### src/rtl/reg_bus_sched.sv
// Round-robin scheduler for two requesters driving a shared 4-bit register bus.
// Every output is registered. The output enables are decoded from the next state and the latched command.
module reg_bus_sched #(
  parameter int N_REG     = 4,
  parameter int SETUP_CYC = 1
) (
  input  logic             cp_i,
  input  logic             mr_ni,
  input  logic [1:0]       req_i,
  input  logic [1:0]       op0_i,
  input  logic [1:0]       op1_i,
  input  logic [1:0]       src0_i,
  input  logic [1:0]       src1_i,
  input  logic [1:0]       dst0_i,
  input  logic [1:0]       dst1_i,
  output logic [1:0]       ack_o,
  output logic             err_o,
  output logic             grant_id_o,
  output logic             busy_o,
  output logic [N_REG-1:0] oe_n_o,
  output logic [N_REG-1:0] e_n_o,
  output logic             ext_oe_o,
  output logic             clr_o
);

  localparam logic [1:0] OP_MOVE    = 2'd0;
  localparam logic [1:0] OP_LOAD    = 2'd1;
  localparam logic [1:0] OP_CLEAR   = 2'd2;
  localparam logic [1:0] SETUP_LAST = 2'(SETUP_CYC - 1);
  localparam logic [2:0] NREG_W     = 3'(N_REG);

  typedef enum logic [1:0] {S_IDLE, S_SETUP, S_CAPTURE, S_ACK} state_t;

  state_t     state_q, state_d;
  logic [1:0] cnt_q, cnt_d;
  logic [1:0] op_q, op_d, src_q, src_d, dst_q, dst_d;
  logic       gid_q, gid_d, last_q, last_d, bad_q, bad_d;

  logic       win, win_bad;
  logic [1:0] win_op, win_src, win_dst;

  logic [1:0]       ack_q, ack_d;
  logic             err_q, err_d, busy_q, busy_d, ext_oe_q, ext_oe_d, clr_q, clr_d;
  logic [N_REG-1:0] oe_n_q, oe_n_d, e_n_q, e_n_d;
  logic             drive_move, drive_cap;

  // On a tie, the requester that was not granted last wins. A lone requester always wins.
  always_comb begin
    win     = (&req_i) ? ~last_q : req_i[1];
    win_op  = win ? op1_i  : op0_i;
    win_src = win ? src1_i : src0_i;
    win_dst = win ? dst1_i : dst0_i;
    win_bad = (win_op == 2'd3)
            || ((win_op == OP_MOVE) && ({1'b0, win_src} >= NREG_W))
            || (((win_op == OP_MOVE) || (win_op == OP_LOAD)) && ({1'b0, win_dst} >= NREG_W));
  end

  always_ff @(posedge cp_i or negedge mr_ni) begin
    if (!mr_ni) begin
      state_q <= S_IDLE;
      cnt_q   <= '0;
      op_q    <= '0;
      src_q   <= '0;
      dst_q   <= '0;
      gid_q   <= 1'b0;
      last_q  <= 1'b1;
      bad_q   <= 1'b0;
    end else begin
      state_q <= state_d;
      cnt_q   <= cnt_d;
      op_q    <= op_d;
      src_q   <= src_d;
      dst_q   <= dst_d;
      gid_q   <= gid_d;
      last_q  <= last_d;
      bad_q   <= bad_d;
    end
  end

  always_comb begin
    state_d = state_q;
    cnt_d   = cnt_q;
    op_d    = op_q;
    src_d   = src_q;
    dst_d   = dst_q;
    gid_d   = gid_q;
    last_d  = last_q;
    bad_d   = bad_q;
    unique case (state_q)
      S_IDLE: begin
        if (|req_i) begin
          gid_d = win;
          op_d  = win_op;
          src_d = win_src;
          dst_d = win_dst;
          bad_d = win_bad;
          cnt_d = '0;
          // A rejected command does not move the fairness pointer.
          if (win_bad) begin
            state_d = S_ACK;
          end else begin
            state_d = S_SETUP;
            last_d  = win;
          end
        end
      end
      S_SETUP: begin
        if (cnt_q == SETUP_LAST) state_d = S_CAPTURE;
        else                     cnt_d   = cnt_q + 2'd1;
      end
      S_CAPTURE: state_d = S_ACK;
      default:   state_d = S_IDLE;
    endcase
  end

  always_comb begin
    ack_d      = '0;
    err_d      = 1'b0;
    ext_oe_d   = 1'b0;
    clr_d      = 1'b0;
    drive_move = 1'b0;
    drive_cap  = 1'b0;
    busy_d     = (state_d != S_IDLE);
    unique case (state_d)
      S_SETUP, S_CAPTURE: begin
        drive_move = (op_d == OP_MOVE);
        ext_oe_d   = (op_d == OP_LOAD);
        if (state_d == S_CAPTURE) begin
          drive_cap = (op_d == OP_MOVE) || (op_d == OP_LOAD);
          clr_d     = (op_d == OP_CLEAR);
        end
      end
      S_ACK: begin
        ack_d = gid_d ? 2'b10 : 2'b01;
        err_d = bad_d;
      end
      default: ;
    endcase
  end

  for (genvar gi = 0; gi < N_REG; gi++) begin : g_en
    assign oe_n_d[gi] = ~(drive_move && (src_d == 2'(gi)));
    assign e_n_d[gi]  = ~(drive_cap  && (dst_d == 2'(gi)));
  end

  always_ff @(posedge cp_i or negedge mr_ni) begin
    if (!mr_ni) begin
      ack_q    <= '0;
      err_q    <= 1'b0;
      busy_q   <= 1'b0;
      ext_oe_q <= 1'b0;
      clr_q    <= 1'b0;
      oe_n_q   <= '1;
      e_n_q    <= '1;
    end else begin
      ack_q    <= ack_d;
      err_q    <= err_d;
      busy_q   <= busy_d;
      ext_oe_q <= ext_oe_d;
      clr_q    <= clr_d;
      oe_n_q   <= oe_n_d;
      e_n_q    <= e_n_d;
    end
  end

  assign ack_o      = ack_q;
  assign err_o      = err_q;
  assign busy_o     = busy_q;
  assign grant_id_o = gid_q;
  assign ext_oe_o   = ext_oe_q;
  assign clr_o      = clr_q;
  assign oe_n_o     = oe_n_q;
  assign e_n_o      = e_n_q;

endmodule

### config.mk
export PLATFORM = sky130hd
export DESIGN_NAME = reg_bus_sched
export DESIGN_NICKNAME = d
export VERILOG_FILES = /design/src/rtl/reg_bus_sched.sv
export SDC_FILE = /design/constraint.sdc
export NUM_CORES = 1
export LEC_CHECK = 0
export ABC_AREA = 1
export BUFFER_PORTS_ARGS = -buffer_cell sky130_fd_sc_hd__buf_2
export CAP_MARGIN = 20
export CORE_AREA = 4 4 56 58
export CTS_CLUSTER_SIZE = 16
export DETAILED_ROUTE_END_ITERATION = 6
export DIE_AREA = 0 0 60 62
export HOLD_SLACK_MARGIN = 0.03
export PLACE_DENSITY_LB_ADDON = 0.12
export SLEW_MARGIN = 10
export SYNTH_ARGS = -nofsm -noshare
export SYNTH_HDL_FRONTEND = slang
export SYNTH_SLANG_ARGS = --single-unit
### constraint.sdc
create_clock -name cp_i -period 2 [get_ports cp_i]
set_input_delay 0.2 -clock cp_i [delete_from_list [all_inputs] [get_ports cp_i]]
set_output_delay 0.2 -clock cp_i [all_outputs]
set_load 0.1 [all_outputs]
==> metrics.txt <==
status=finished, final reports clean; Slowest cell on crit path=dfstp_2; sequential cell area fraction in the yosys report=0.519; #FFs+latches synth=27; CTS tree=done; Hold Violations, Final=0; reg2reg end=clr_o; Die W=60 um; commonest non-fill, non-tap cell in the layout=buf_2; CP arrival=around 2100 ps; Leakage Power=between 0.7 and 0.8 nW; CP Max Fanout=7; Final Setup Violations=0; Avg Cell Area, Syn=about 9.3 um^2; Reg2Reg Setup Slack=~170 ps; Clock Skew=a little over 9 ps; Setup crit end kind=flip-flop; Ports=31; PortBufs=30; Post-Syn Area=around 1300 um^2; Worst Hold End=dst_q[0]; RSZ-0062 raised after global routing=false; DIE AREA=about 3700 um^2; Root Driver=clkbuf_4; area added between synthesis and finish=18.1%; DR DRC count=0; vias in the first global route=a little over 900; initial antenna violation count=0; pre-CTS setup slack=approximately 65 ps; worst reg2reg startpoint=last_q; CTS max path bufs=2; Crit Path Category=flip-flop to flip-flop; first-pass GRT wire length=approximately 4000 um; max-slew violations=0; R2R depth=10; Syn. warnings=0; Synth area leader=dfrtp_1; Max rail drop VDD=around 1.2 mV; largest net degree at the start of global routing=28; CTS clock-pin slew for the worst setup and hold paths=roughly 140 ps; total CTS buffers=3; worst min-delay path startpoint=dst0_i[0]; max_slew headroom=0.590; Die Span Y=62 um; hold crit path type=input pin to flip-flop; post-route setup slack=approximately 170 ps; critical-path cell list=nand2_4 > nand2_4 > nand2_1 > nand2_1 > nand3_2 > a21oi_2 > inv_1 > ha_4 > nand2_2 > nor3_1; PD cells=around 1700 nW/um^2; antenna cells=0; clk_lat worst skew=around 320 ps; Initial Utilization=0.497; total core area=2660 um^2; routability-driven placement congestion ratio=between 0.7 and 0.8; most frequent cells in the layout=buf_2 (30), nand2_1 (29), inv_1 (19); CP max stage delay=approximately 570 ps; CP required=2250 ps; setup_tns=0 ps; Post-layout nets=approximately 200; Startpoint Class=flip-flop; vias post-DR=965; Buf/Inv on CP=1; min Tclk post-route=around 1800 ps; H-tree depth=1; Max Cap Viol=0; remaining antenna violation count=0; DP HPWL=about 1800 um; Starting DRT DRC Count=12; Pre-antenna DRT Iters=2; delay-heaviest family, CP=simple AND/OR/NAND/NOR gates; top-area cell type share of the netlist area=0.340; highest clock rate=~0.55 GHz; Synth area leaders=dfrtp_1 (34%), dfstp_2 (18%), nand2_1 (8.5%); syn_nets=162; Final period util=0.913; Congestion Overflow GR=0; Post-Route WL=about 2400 um; Synth cell types=25; Total GRT Usage=0.144; row count=19; Cells after Synth=roughly 140; Critical Path Source=last_q; Slew @ Worst Pin=609 ps; Hold Path Cell Cnt=5; share of cells above drive strength 1=0.401; Routed wire per std cell=approximately 11 um; vias per inst=between 4 and 5; Overall Power=about 0.0027 W; FILL cells=~240; Num Clock Sinks=27
-- flip-flops by register name, indices dropped and copies added (netlist names) --
register and cells:
dst_q 2, last_q 1, ack_o 2, src_q 2, busy_o 1, grant_id_o 1, cnt_q 2, op_q 2
ext_oe_o 1, oe_n_o 4, e_n_o 4, bad_q 1, clr_o 1, state_q 2, err_o 1
-- timing repair --
item | CTS | global route
endpoints found under the setup margin | 0 | 6
hold buffers | 1 | 0
hold endpoints to repair | 18 | 0
setup buffers | 0 | 0
resized for setup | 0 | 4
-- worst register-to-register path, stage by stage, from the launching register on --
cell	delay (ps)
dfstp_2	570
nand2_4	80
nand2_4	90
nand2_1	70
nand2_1	70
nand3_2	90
a21oi_2	170
inv_1	90
ha_4	270
nand2_2	70
nor3_1	180
-- kinds of logic after synthesis --
| kind of cell | Yosys count | share of synthesized area |
|---|---|---|
| compound gates | 9 | 0.0510 |
| fa+ha+maj | 4 | 0.0378 |
| buf+inv | 26 | 0.0879 |
| flops | 27 | 0.519 |
| simple gates | 76 | 0.304 |
-- worst max path at each step --
stage | end | slack (ps) | cells past startpoint
after floorplan | e_n_o[0] | 180 | 11
after global placement | e_n_o[3] | 130 | 11
after detailed placement | e_n_o[3] | 60 | 11
after CTS | e_n_o[3] | 50 | 11
after global routing | e_n_o[2] | 20 | 11
final | clr_o | 170 | 10
-- stage by stage --
| step | cells | cell area, um^2 | utilization | hold slack [ps] |
|---|---|---|---|---|
| final | 208 | 1560 | 0.587 | 211 |
| after global routing | 208 | 1560 | 0.587 | 230 |
| after global placement | 203 | 1500 | 0.564 | 227 |
| after floorplan | 142 | 1320 | - | -95.6 |
| after detailed placement | 203 | 1500 | 0.564 | 234 |
| after CTS | 208 | 1540 | 0.578 | 200 |
-- metal layers --
layer  GRT usage  wire (um)  part of all wire
met2       0.241       1190              0.50
met5           0          0                 0
met3      0.0227         95             0.040
met4      0.0759         46             0.019
met1       0.181       1030              0.44
-- power by group --
group	internal (W)	leakage [nW]	total, W	switching [W]
clock	0.0000781	0.0150	0.000228	0.000150
sequential	0.000759	0.316	0.000834	0.0000744
combinational	0.000426	0.454	0.00164	0.00122
-- cell usage after synthesis --
master,instances
nand2_4,1
inv_2,5
nand2_2,7
nor2_8,1
nor3_1,1
nand2_1,30
nor2_1,15
dfrtp_1,18
nand3b_1,4
nor2_2,1
or2_0,1
dfstp_2,9
buf_6,1
buf_8,1
nand3_1,8
o21ai_0,5
nor2b_2,1
a21oi_4,1
a21oi_2,1
nand3_2,4
inv_1,19
o21ai_1,1
nor2_4,2
ha_1,4
o22ai_2,1
-- final cells by class --
type,instances,area (um^2),share of cell area
sequential,27,687,0.440
multi-input combinational,89,546,0.349
timing repair buffer,33,175,0.112
inverter,24,90.1,0.0576
tap,31,38.8,0.0248
clock buffer,4,26.3,0.0168
Note: power is estimated with default switching activity, not from simulation.
